## src/rtl/seg_pkg.sv

```systemverilog
// Shared seven-segment encoding for the display driver and the capture/decoder path.
package seg_pkg;

    localparam int unsigned SEG_W = 7;

    // Segment order {g,f,e,d,c,b,a}
    localparam logic [SEG_W-1:0] SEG_0 = 7'b0111111;
    localparam logic [SEG_W-1:0] SEG_1 = 7'b0000110;
    localparam logic [SEG_W-1:0] SEG_2 = 7'b1011011;
    localparam logic [SEG_W-1:0] SEG_3 = 7'b1001111;
    localparam logic [SEG_W-1:0] SEG_4 = 7'b1100110;
    localparam logic [SEG_W-1:0] SEG_5 = 7'b1101101;
    localparam logic [SEG_W-1:0] SEG_6 = 7'b1111101;
    localparam logic [SEG_W-1:0] SEG_7 = 7'b0000111;
    localparam logic [SEG_W-1:0] SEG_8 = 7'b1111111;
    localparam logic [SEG_W-1:0] SEG_9 = 7'b1101111;
    localparam logic [SEG_W-1:0] SEG_A = 7'b1110111;
    localparam logic [SEG_W-1:0] SEG_B = 7'b1111100;
    localparam logic [SEG_W-1:0] SEG_C = 7'b0111001;
    localparam logic [SEG_W-1:0] SEG_D = 7'b1011110;
    localparam logic [SEG_W-1:0] SEG_E = 7'b1111011;
    localparam logic [SEG_W-1:0] SEG_F = 7'b1110001;

    localparam logic [SEG_W-1:0] MARK_P = 7'b1110011;
    localparam logic [SEG_W-1:0] MARK_Q = 7'b1100111;

    typedef enum logic [1:0] {
        IDLE  = 2'd0,
        CAP_P = 2'd1,
        CAP_Q = 2'd2
    } state_t;

    // Single source of the nibble -> pattern mapping, used by encoder and decoder alike
    function automatic logic [SEG_W-1:0] seg_encode(input logic [3:0] nib);
        logic [SEG_W-1:0] seg;
        seg = SEG_0;
        case (nib)
            4'h0: seg = SEG_0;
            4'h1: seg = SEG_1;
            4'h2: seg = SEG_2;
            4'h3: seg = SEG_3;
            4'h4: seg = SEG_4;
            4'h5: seg = SEG_5;
            4'h6: seg = SEG_6;
            4'h7: seg = SEG_7;
            4'h8: seg = SEG_8;
            4'h9: seg = SEG_9;
            4'hA: seg = SEG_A;
            4'hB: seg = SEG_B;
            4'hC: seg = SEG_C;
            4'hD: seg = SEG_D;
            4'hE: seg = SEG_E;
            4'hF: seg = SEG_F;
            default: seg = SEG_0;
        endcase
        return seg;
    endfunction

endpackage

```

## src/rtl/seg_to_nibble.sv

```systemverilog
// Combinational classifier: segment pattern -> hex digit, frame marker, or unknown.
module seg_to_nibble
    import seg_pkg::*;
(
    input  logic [SEG_W-1:0] i_seg,
    output logic             o_is_digit,
    output logic             o_is_mark_p,
    output logic             o_is_mark_q,
    output logic [3:0]       o_nibble
);

    always_comb begin
        o_is_digit  = 1'b0;
        o_is_mark_p = (i_seg == MARK_P);
        o_is_mark_q = (i_seg == MARK_Q);
        o_nibble    = 4'h0;
        for (int i = 0; i < 16; i++) begin
            if (i_seg == seg_encode(4'(i))) begin
                o_is_digit = 1'b1;
                o_nibble   = 4'(i);
            end
        end
    end

endmodule

```

## src/rtl/seg_capture.sv

```systemverilog
// Samples a strobed seven-segment stream and reassembles framed P and Q hex words.
module seg_capture
    import seg_pkg::*;
#(
    parameter int unsigned NDIG = 4
) (
    input  logic                clk,
    input  logic                rst,
    input  logic [SEG_W-1:0]    seg_in,
    input  logic                strobe,
    input  logic                clr_err,
    output logic [4*NDIG-1:0]   p_word,
    output logic [4*NDIG-1:0]   q_word,
    output logic                p_valid,
    output logic                q_valid,
    output logic                busy,
    output logic                err
);

    localparam int unsigned W  = 4 * NDIG;
    localparam int unsigned CW = $clog2(NDIG + 1);

    state_t          r_state, w_state_n;
    logic [W-1:0]    r_shift, w_shift_n;
    logic [CW-1:0]   r_cnt, w_cnt_n;
    logic [W-1:0]    r_p_word, w_p_word_n;
    logic [W-1:0]    r_q_word, w_q_word_n;
    logic            r_p_valid, w_p_valid_n;
    logic            r_q_valid, w_q_valid_n;
    logic            r_busy, w_busy_n;
    logic            r_err, w_err_n;
    logic            r_strobe_d;

    logic            w_sample;
    logic            w_is_digit, w_is_mark_p, w_is_mark_q;
    logic [3:0]      w_nibble;
    logic [W-1:0]    w_shift_app;

    seg_to_nibble u_dec (
        .i_seg       (seg_in),
        .o_is_digit  (w_is_digit),
        .o_is_mark_p (w_is_mark_p),
        .o_is_mark_q (w_is_mark_q),
        .o_nibble    (w_nibble)
    );

    // History resets high so a strobe already high at reset release is not an edge
    assign w_sample    = strobe & ~r_strobe_d;
    assign w_shift_app = W'({r_shift, w_nibble});

    always_ff @(posedge clk or posedge rst) begin
        if (rst) begin
            r_state    <= IDLE;
            r_shift    <= '0;
            r_cnt      <= '0;
            r_p_word   <= '0;
            r_q_word   <= '0;
            r_p_valid  <= 1'b0;
            r_q_valid  <= 1'b0;
            r_busy     <= 1'b0;
            r_err      <= 1'b0;
            r_strobe_d <= 1'b1;
        end else begin
            r_state    <= w_state_n;
            r_shift    <= w_shift_n;
            r_cnt      <= w_cnt_n;
            r_p_word   <= w_p_word_n;
            r_q_word   <= w_q_word_n;
            r_p_valid  <= w_p_valid_n;
            r_q_valid  <= w_q_valid_n;
            r_busy     <= w_busy_n;
            r_err      <= w_err_n;
            r_strobe_d <= strobe;
        end
    end

    always_comb begin
        w_state_n   = r_state;
        w_shift_n   = r_shift;
        w_cnt_n     = r_cnt;
        w_p_word_n  = r_p_word;
        w_q_word_n  = r_q_word;
        w_p_valid_n = 1'b0;
        w_q_valid_n = 1'b0;
        w_err_n     = r_err & ~clr_err;

        if (w_sample) begin
            if (w_is_mark_p || w_is_mark_q) begin
                // A marker restarts framing from any state, dropping any partial word
                w_state_n = w_is_mark_p ? CAP_P : CAP_Q;
                w_shift_n = '0;
                w_cnt_n   = '0;
            end else if (w_is_digit) begin
                if (r_state != IDLE) begin
                    if (r_cnt == CW'(NDIG - 1)) begin
                        if (r_state == CAP_P) begin
                            w_p_word_n  = w_shift_app;
                            w_p_valid_n = 1'b1;
                        end else begin
                            w_q_word_n  = w_shift_app;
                            w_q_valid_n = 1'b1;
                        end
                        w_state_n = IDLE;
                        w_shift_n = '0;
                        w_cnt_n   = '0;
                    end else begin
                        w_shift_n = w_shift_app;
                        w_cnt_n   = r_cnt + CW'(1);
                    end
                end
            end else begin
                w_err_n   = 1'b1;
                w_state_n = IDLE;
                w_shift_n = '0;
                w_cnt_n   = '0;
            end
        end

        w_busy_n = (w_state_n != IDLE);
    end

    assign p_word  = r_p_word;
    assign q_word  = r_q_word;
    assign p_valid = r_p_valid;
    assign q_valid = r_q_valid;
    assign busy    = r_busy;
    assign err     = r_err;

endmodule

```

## config.mk

```make
export PLATFORM = sky130hd
export DESIGN_NAME = seg_capture
export DESIGN_NICKNAME = d
export VERILOG_FILES = /design/src/rtl/seg_pkg.sv /design/src/rtl/seg_to_nibble.sv /design/src/rtl/seg_capture.sv
export SDC_FILE = /design/constraint.sdc
export NUM_CORES = 1
export LEC_CHECK = 0
export CAP_MARGIN = 20
export CELL_PAD_IN_SITES_DETAIL_PLACEMENT = 2
export CELL_PAD_IN_SITES_GLOBAL_PLACEMENT = 2
export CORE_MARGIN = 5
export CORE_UTILIZATION = 34
export DETAILED_ROUTE_END_ITERATION = 6
export PLACE_DENSITY_LB_ADDON = 0.1
export SYNTH_ARGS = -nofsm -noshare
export SYNTH_HDL_FRONTEND = slang
export SYNTH_SLANG_ARGS = --single-unit
```

## constraint.sdc

```tcl
create_clock -name clk -period 2.5 [get_ports clk]
set_input_delay 0.75 -clock clk [delete_from_list [all_inputs] [get_ports clk]]
set_output_delay 0.75 -clock clk [all_outputs]
set_load 0.005 [all_outputs]
```

==> reports/qor.yml, run 1 <==
power.total_mw: 1.694
synthTopCellsByCount: "dfrtp_1, mux2_1, mux2_2"
status: "finished, violations left"
max-cap-violations: 0
synth.net_count: 211
synth_area_leader_cell: "dfrtp_1"
path_cells: "buf_8 -> buf_6 -> buf_6 -> buf_6 -> nand4bb_1 -> o22ai_2 -> a311o_1 -> nor3_4 -> buf_6 -> nor4b_4 -> buf_4 -> clkbuf_16 -> mux2_4"
drc_errors: 0
dpl_cell_area_mm2: 0.003391
n_antenna_cell: 0
worstMarginPinSlew_ns: 0.4779
synthSimpleGateAreaFrac_pct: 12.88
finalCritPeriodShare_pct: 100.9
fin_crit_ns: 2.523
dp_cells: 373
critPathLaunchType: "input port"
final_cell_count_no_fill: 396
fp.dieH_um: 95.04
fin_ws_ns: -0.02256
wl_per_cell_um: 21.80
cp_max_fo: 5
crit_buf_inv: 7
path_delay_family: "buffers and inverters"
viasPerCell: 5.169
cts_tree: "done"
rsz0062_at_grt: "true"
synthAdderAreaFrac_pct: 0.5089
ys.flop_type: "dfrtp_1"
fp.coreArea_mm2: 0.007137
finalSetupTns_ns: -0.03995
first_pass_iters: 4
synth-xor-area-share_pct: 1.069
start_util_pct: 34.45
vias: 2047
synth.top_cell.area_share_pct: 53.94
routed_wl_mm: 8.633
grt_pass1_vias: 2284
gr-total-overflow: 0
drive_gt1_share_pct: 38.38
clk_latency_ns: 0.31
max_freq_mhz: 396.4
crit_slowest_cell: "a311o_1"
grt_pass1_wl_mm: 12.92
p_leak_nw: 1.718
cts_buffers: 5
avgSynthCellArea_um2: 12.35
yosysWarningCount: 0
synth_most_common_cell: "dfrtp_1"
drt.antenna.violating_nets: 0
syn-cell-area_mm2: 0.002459
skew_ns: 0.01150
critPathMostFrequentCell: "buf_6"
htreeDepth: 2
synth_top_family_by_area: "multiplexers"
gp_congestion: 0.7760
cts_hold_buf: 0
ir_worst_vdd_mv: 0.3531
synth-compound-area-share_pct: 10.33
yosys_register_bits: 54
syn_to_final_growth_pct: 53.33
finalNetCount: 308
gr-usage-all-layers_pct: 18.95
io_buffers: 46
grt_antenna_before_repair: 0
relSlewSlack_pct: 68.09
crit_required_ns: 2.71
synth.distinct_cells: 44
cellPowerDensity_mw_per_mm2: 449.4
die_w_um: 95.04
dp.final_hpwl_mm: 5.299
yosysSeqAreaShare_pct: 55.01
design.die.area_mm2: 0.009032
rows: 31
io_pins: 47
grt_max_degree: 34
post-place-ws_ns: -0.7971
drv_slew: 0
clock-root-buffer: "clkbuf_8"
clk_pin_slew_ns: 0.10
path_class: "input port to flip-flop"
worstPathArrival_ns: 2.73
setup_viol: 3
fill_cells: 693
synthArstFlopShare_pct: 100.0
synth_edf_count: 0
stdcell_area_mm2: 0.003770
cp-end-kind: "flip-flop"
violations: "setup timing"
synth_mux_area_share_pct: 15.88
cp_slowest_stage_delay_ns: 0.38
clockBufferDepth: 2
min_path_type: "flip-flop to flip-flop"
cts_sinks: 54
ys_top_cells_by_area: "dfrtp_1, mux2_1, mux2_2"
synthCells: 199
hold_viol: 0
drt-initial-drc-count: 57
## final timing paths
| kind | start | end | slack [ns] | cells after the start |
|---|---|---|---|---|
| min reg2reg | q_word[15]$_DFFE_PP0P_ | q_word[15]$_DFFE_PP0P_ | 0.52 | 1 |
| min in group asynchronous | rst | q_word[15]$_DFFE_PP0P_ | 0.77 | 2 |
| max in group asynchronous | rst | p_word[4]$_DFFE_PP0P_ | 1.18 | 3 |
| max | seg_in[1] | r_cnt[0]$_DFFE_PP0P_ | -0.02 | 13 |
| min | q_word[15]$_DFFE_PP0P_ | q_word[15]$_DFFE_PP0P_ | 0.52 | 1 |
| max reg2reg | r_cnt[0]$_DFFE_PP0P_ | p_word[11]$_DFFE_PP0P_ | 0.56 | 6 |
## metal layers
metal  routed length, µm  GRT usage [%]
met3                 277          3.394
met5                   0              0
met4                  76          2.885
met2                4415          33.12
met1                3865          25.03
## per-stage QoR
step | hold slack [ns] | utilization, %
2_1_floorplan | 0.4701 | -
3_3_place_gp | 0.4870 | 47.51
3_5_place_dp | 0.4942 | 47.51
4_1_cts | 0.5214 | 51.51
5_1_grt | 0.5450 | 52.82
6_report | 0.5244 | 52.82
## where the power goes
part | switching [mW] | leakage, nW | internal [mW] | total [mW]
Sequential | 0.00888 | 0.743 | 0.882 | 0.890
Clock | 0.297 | 0.0514 | 0.299 | 0.597
Combinational | 0.110 | 0.923 | 0.0973 | 0.207
## area by class of cell
type	instances	area, µm²	share of cell area, %
Tap cell	99	123.9	3.286
Clock buffer	6	72.57	1.925
Inverter	10	37.54	0.9957
Multi-Input combinational cell	124	1174	31.13
Sequential cell	54	1353	35.88
Clock inverter	2	37.54	0.9957
Timing Repair Buffer	101	972.2	25.79
## registers in the layout, indices dropped and copies added, names as in the netlist
signal / count
p_word: 16
q_word: 16
r_shift: 12
r_cnt: 3
r_state: 2
busy: 1
err: 1
p_valid: 1
q_valid: 1
r_strobe_d: 1
## cell families (layout without fill, tap and decap cells)
kind of cell | Yosys count | count (layout)
compound gates | 36 | 36
xor+xnor | 3 | 3
fa+ha+maj | 1 | 1
buf+inv | 21 | 119
flops | 54 | 54
mux | 35 | 35
simple gates | 49 | 49
## worst register-to-register path, stage by stage, from the launching register on
cell	delay [ns]
dfrtp_1	0.41
ha_1	0.21
nor2b_1	0.24
and4_1	0.27
nor2b_4	0.22
buf_8	0.17
mux2_4	0.32
## cells in the final DEF (no fill, tap or decap), types with 6 or more instances in the layout
master / netlist / routed
dfrtp_1: 53 / 53
buf_4: 3 / 41
clkdlybuf4s50_1: 0 / 39
mux2_4: 0 / 30
nand2_1: 12 / 12
buf_6: 1 / 10
inv_1: 10 / 9
a22o_1: 9 / 9
a21oi_1: 8 / 7
nor2_1: 6 / 6
## repair_timing
action,CTS,global route
setup buffers,11,4
endpoints found under the hold margin,0,0
pin swaps,10,8
endpoints found under the setup margin,53,44
resized for setup,49,25
cloned,1,0
Power figures use the tool's default switching activity.
==> run 2, diff against run 1 <==
CELL_PAD_IN_SITES_DETAIL_PLACEMENT = unset   (was 2)
CELL_PAD_IN_SITES_GLOBAL_PLACEMENT = unset   (was 2)
CORE_UTILIZATION = 51   (was 34)
PLACE_DENSITY = 0.79   (was unset)
PLACE_DENSITY_LB_ADDON = unset   (was 0.1)
RECOVER_POWER = 100   (was unset)
==> reports/qor.yml, run 2 (synthesis results as in run 1) <==
finalCritPeriodShare_pct: 100.3
switching_power_mw: 0.3754
hold_viol: 0
wl_per_cell_um: 17.71
n_antenna_cell: 0
cts_buffers: 5
crit_required_ns: 2.70
layout_commonest_cell: "dfrtp_1"
fp.coreArea_mm2: 0.004692
fin_ws_ns: -0.006711
worstPathArrival_ns: 2.70
drv_slew: 0
grt_antenna_before_repair: 0
gr-total-overflow: 0
routed_wl_mm: 6.020
setup_viol: 6
multi_input_area_mm2: 0.001104
power.total_mw: 1.661
start_util_pct: 52.40
p_comb_share_pct: 9.9
final_util_pct: 74.48
cellPowerDensity_mw_per_mm2: 475.2
cp_max_fo: 8
p_seq_share_pct: 53.6
fin_crit_ns: 2.507
violations: "setup timing"
drt.antenna.violating_nets: 0
clockBufferDepth: 2
switching_share_pct: 22.60
grt_pass1_vias: 1964
htreeDepth: 2
gp_congestion: 0.8643
dp.final_hpwl_mm: 4.132
drive_gt1_share_pct: 34.62
skew_ns: 0.009386
relSlewSlack_pct: 54.27
grt_pass1_wl_mm: 9.867
cp-end-kind: "flip-flop"
clk_latency_ns: 0.30
syn_to_final_growth_pct: 42.14
vias: 1915
max-cap-violations: 0
seq_area_mm2: 0.001353
design.die.area_mm2: 0.006309
die_w_um: 79.43
max_freq_mhz: 398.9
first_pass_iters: 4
io_buffers: 46
fp.dieH_um: 79.43
gr-usage-all-layers_pct: 20.28
ir_worst_vdd_mv: 0.3153
power_frac_clock_pct: 36.5
layout_common_cells: "dfrtp_1, dlygate4sd3_1, buf_4"
fill_cells: 319
critPathLaunchType: "input port"
finalNetCount: 297
rows: 25
drt-initial-drc-count: 135
io_pins: 47
internal_power_mw: 1.285
path_class: "input port to flip-flop"
drc_errors: 0
clock-root-buffer: "clkbuf_8"
viasPerCell: 5.632
cts_tree: "done"
min_path_type: "flip-flop to flip-flop"
cts_sinks: 54
clk_pin_slew_ns: 0.10
worstMarginPinSlew_ns: 0.6853
grt_max_degree: 38
p_leak_nw: 1.750
status: "finished, violations left"
run 2: cell types whose count changed in the layout (fill, tap and decap cells not counted), sizes merged:
cell           delta
clkdlybuf4s50    -38
dlygate4sd3      +38
buf              -10
clkbuf            -1
clkinvlp          -1
inv               +1
run 2: final timing paths:
path	endpoint	slack, ns	cells after the start	startpoint
max	p_word[14]$_DFFE_PP0P_	-0.007	8	seg_in[0]
min	p_word[0]$_DFFE_PP0P_	0.50	1	p_word[0]$_DFFE_PP0P_
max reg2reg	p_word[14]$_DFFE_PP0P_	0.39	6	r_cnt[0]$_DFFE_PP0P_
min reg2reg	p_word[0]$_DFFE_PP0P_	0.50	1	p_word[0]$_DFFE_PP0P_
max in group asynchronous	r_strobe_d$_DFF_PP1_	0.83	3	rst
min in group asynchronous	p_word[8]$_DFFE_PP0P_	0.97	2	rst
run 2: final cells by class:
class | instances | share of cell area, %
flip-flops and latches | 54 | 38.70
multi-input cells | 124 | 31.58
repair buffers | 90 | 23.24
clock buffers | 6 | 2.363
well taps | 54 | 1.933
clock inverters | 2 | 1.110
inverters | 10 | 1.074
run 2: metal layers:
| layer | vias to the layer above | GRT usage, % | routed length [µm] | share of wire, % |
|---|---|---|---|---|
| li1 | 891 | - | - | - |
| met3 | 10 | 4.402 | 263 | 4.4 |
| met2 | 61 | 34.22 | 3070 | 51 |
| met5 | - | 0 | 0 | 0 |
| met4 | 0 | 5.498 | 80 | 1.3 |
| met1 | 953 | 26.33 | 2606 | 43 |
run 2: timing repair:
| item | CTS | global route |
|---|---|---|
| setup endpoints to repair | 50 | 17 |
| hold buffers | 0 | 0 |
| gates cloned | 1 | 0 |
| buffers inserted | 5 | 1 |
| resized for setup | 36 | 4 |
| pin swaps | 10 | 6 |
run 2: critical path, stage by stage:
cell and delay, ns:
clkdlybuf4s15_2 0.24, or4bb_1 0.53, a21oi_2 0.18, a311o_1 0.23, nor3_4 0.09, nor2b_4 0.17
buf_6 0.17, mux2_2 0.34
run 2: through the flow:
step	setup WS, ns	hold WS [ns]	TNS (ns)	instance area [µm²]	std cells
global route	-0.02006	0.5227	-0.1345	3495	340
floorplan	-0.1903	0.4701	-4.433	2542	199
finish	-0.006711	0.5038	-0.02369	3495	340
CTS	0.01036	0.5167	0	3488	339
global placement	-0.6732	0.4865	-31.39	3307	326
detailed placement	-0.6663	0.4922	-30.74	3307	326
run 2: power by group through the flow:
stage	registers [mW]	clock network (mW)	logic, mW
2_1_floorplan	0.904	0	0.0820
3_3_place_gp	0.906	0	0.154
3_5_place_dp	0.907	0	0.156
4_1_cts	0.890	0.617	0.162
5_1_grt	0.892	0.667	0.179
6_report	0.890	0.607	0.164
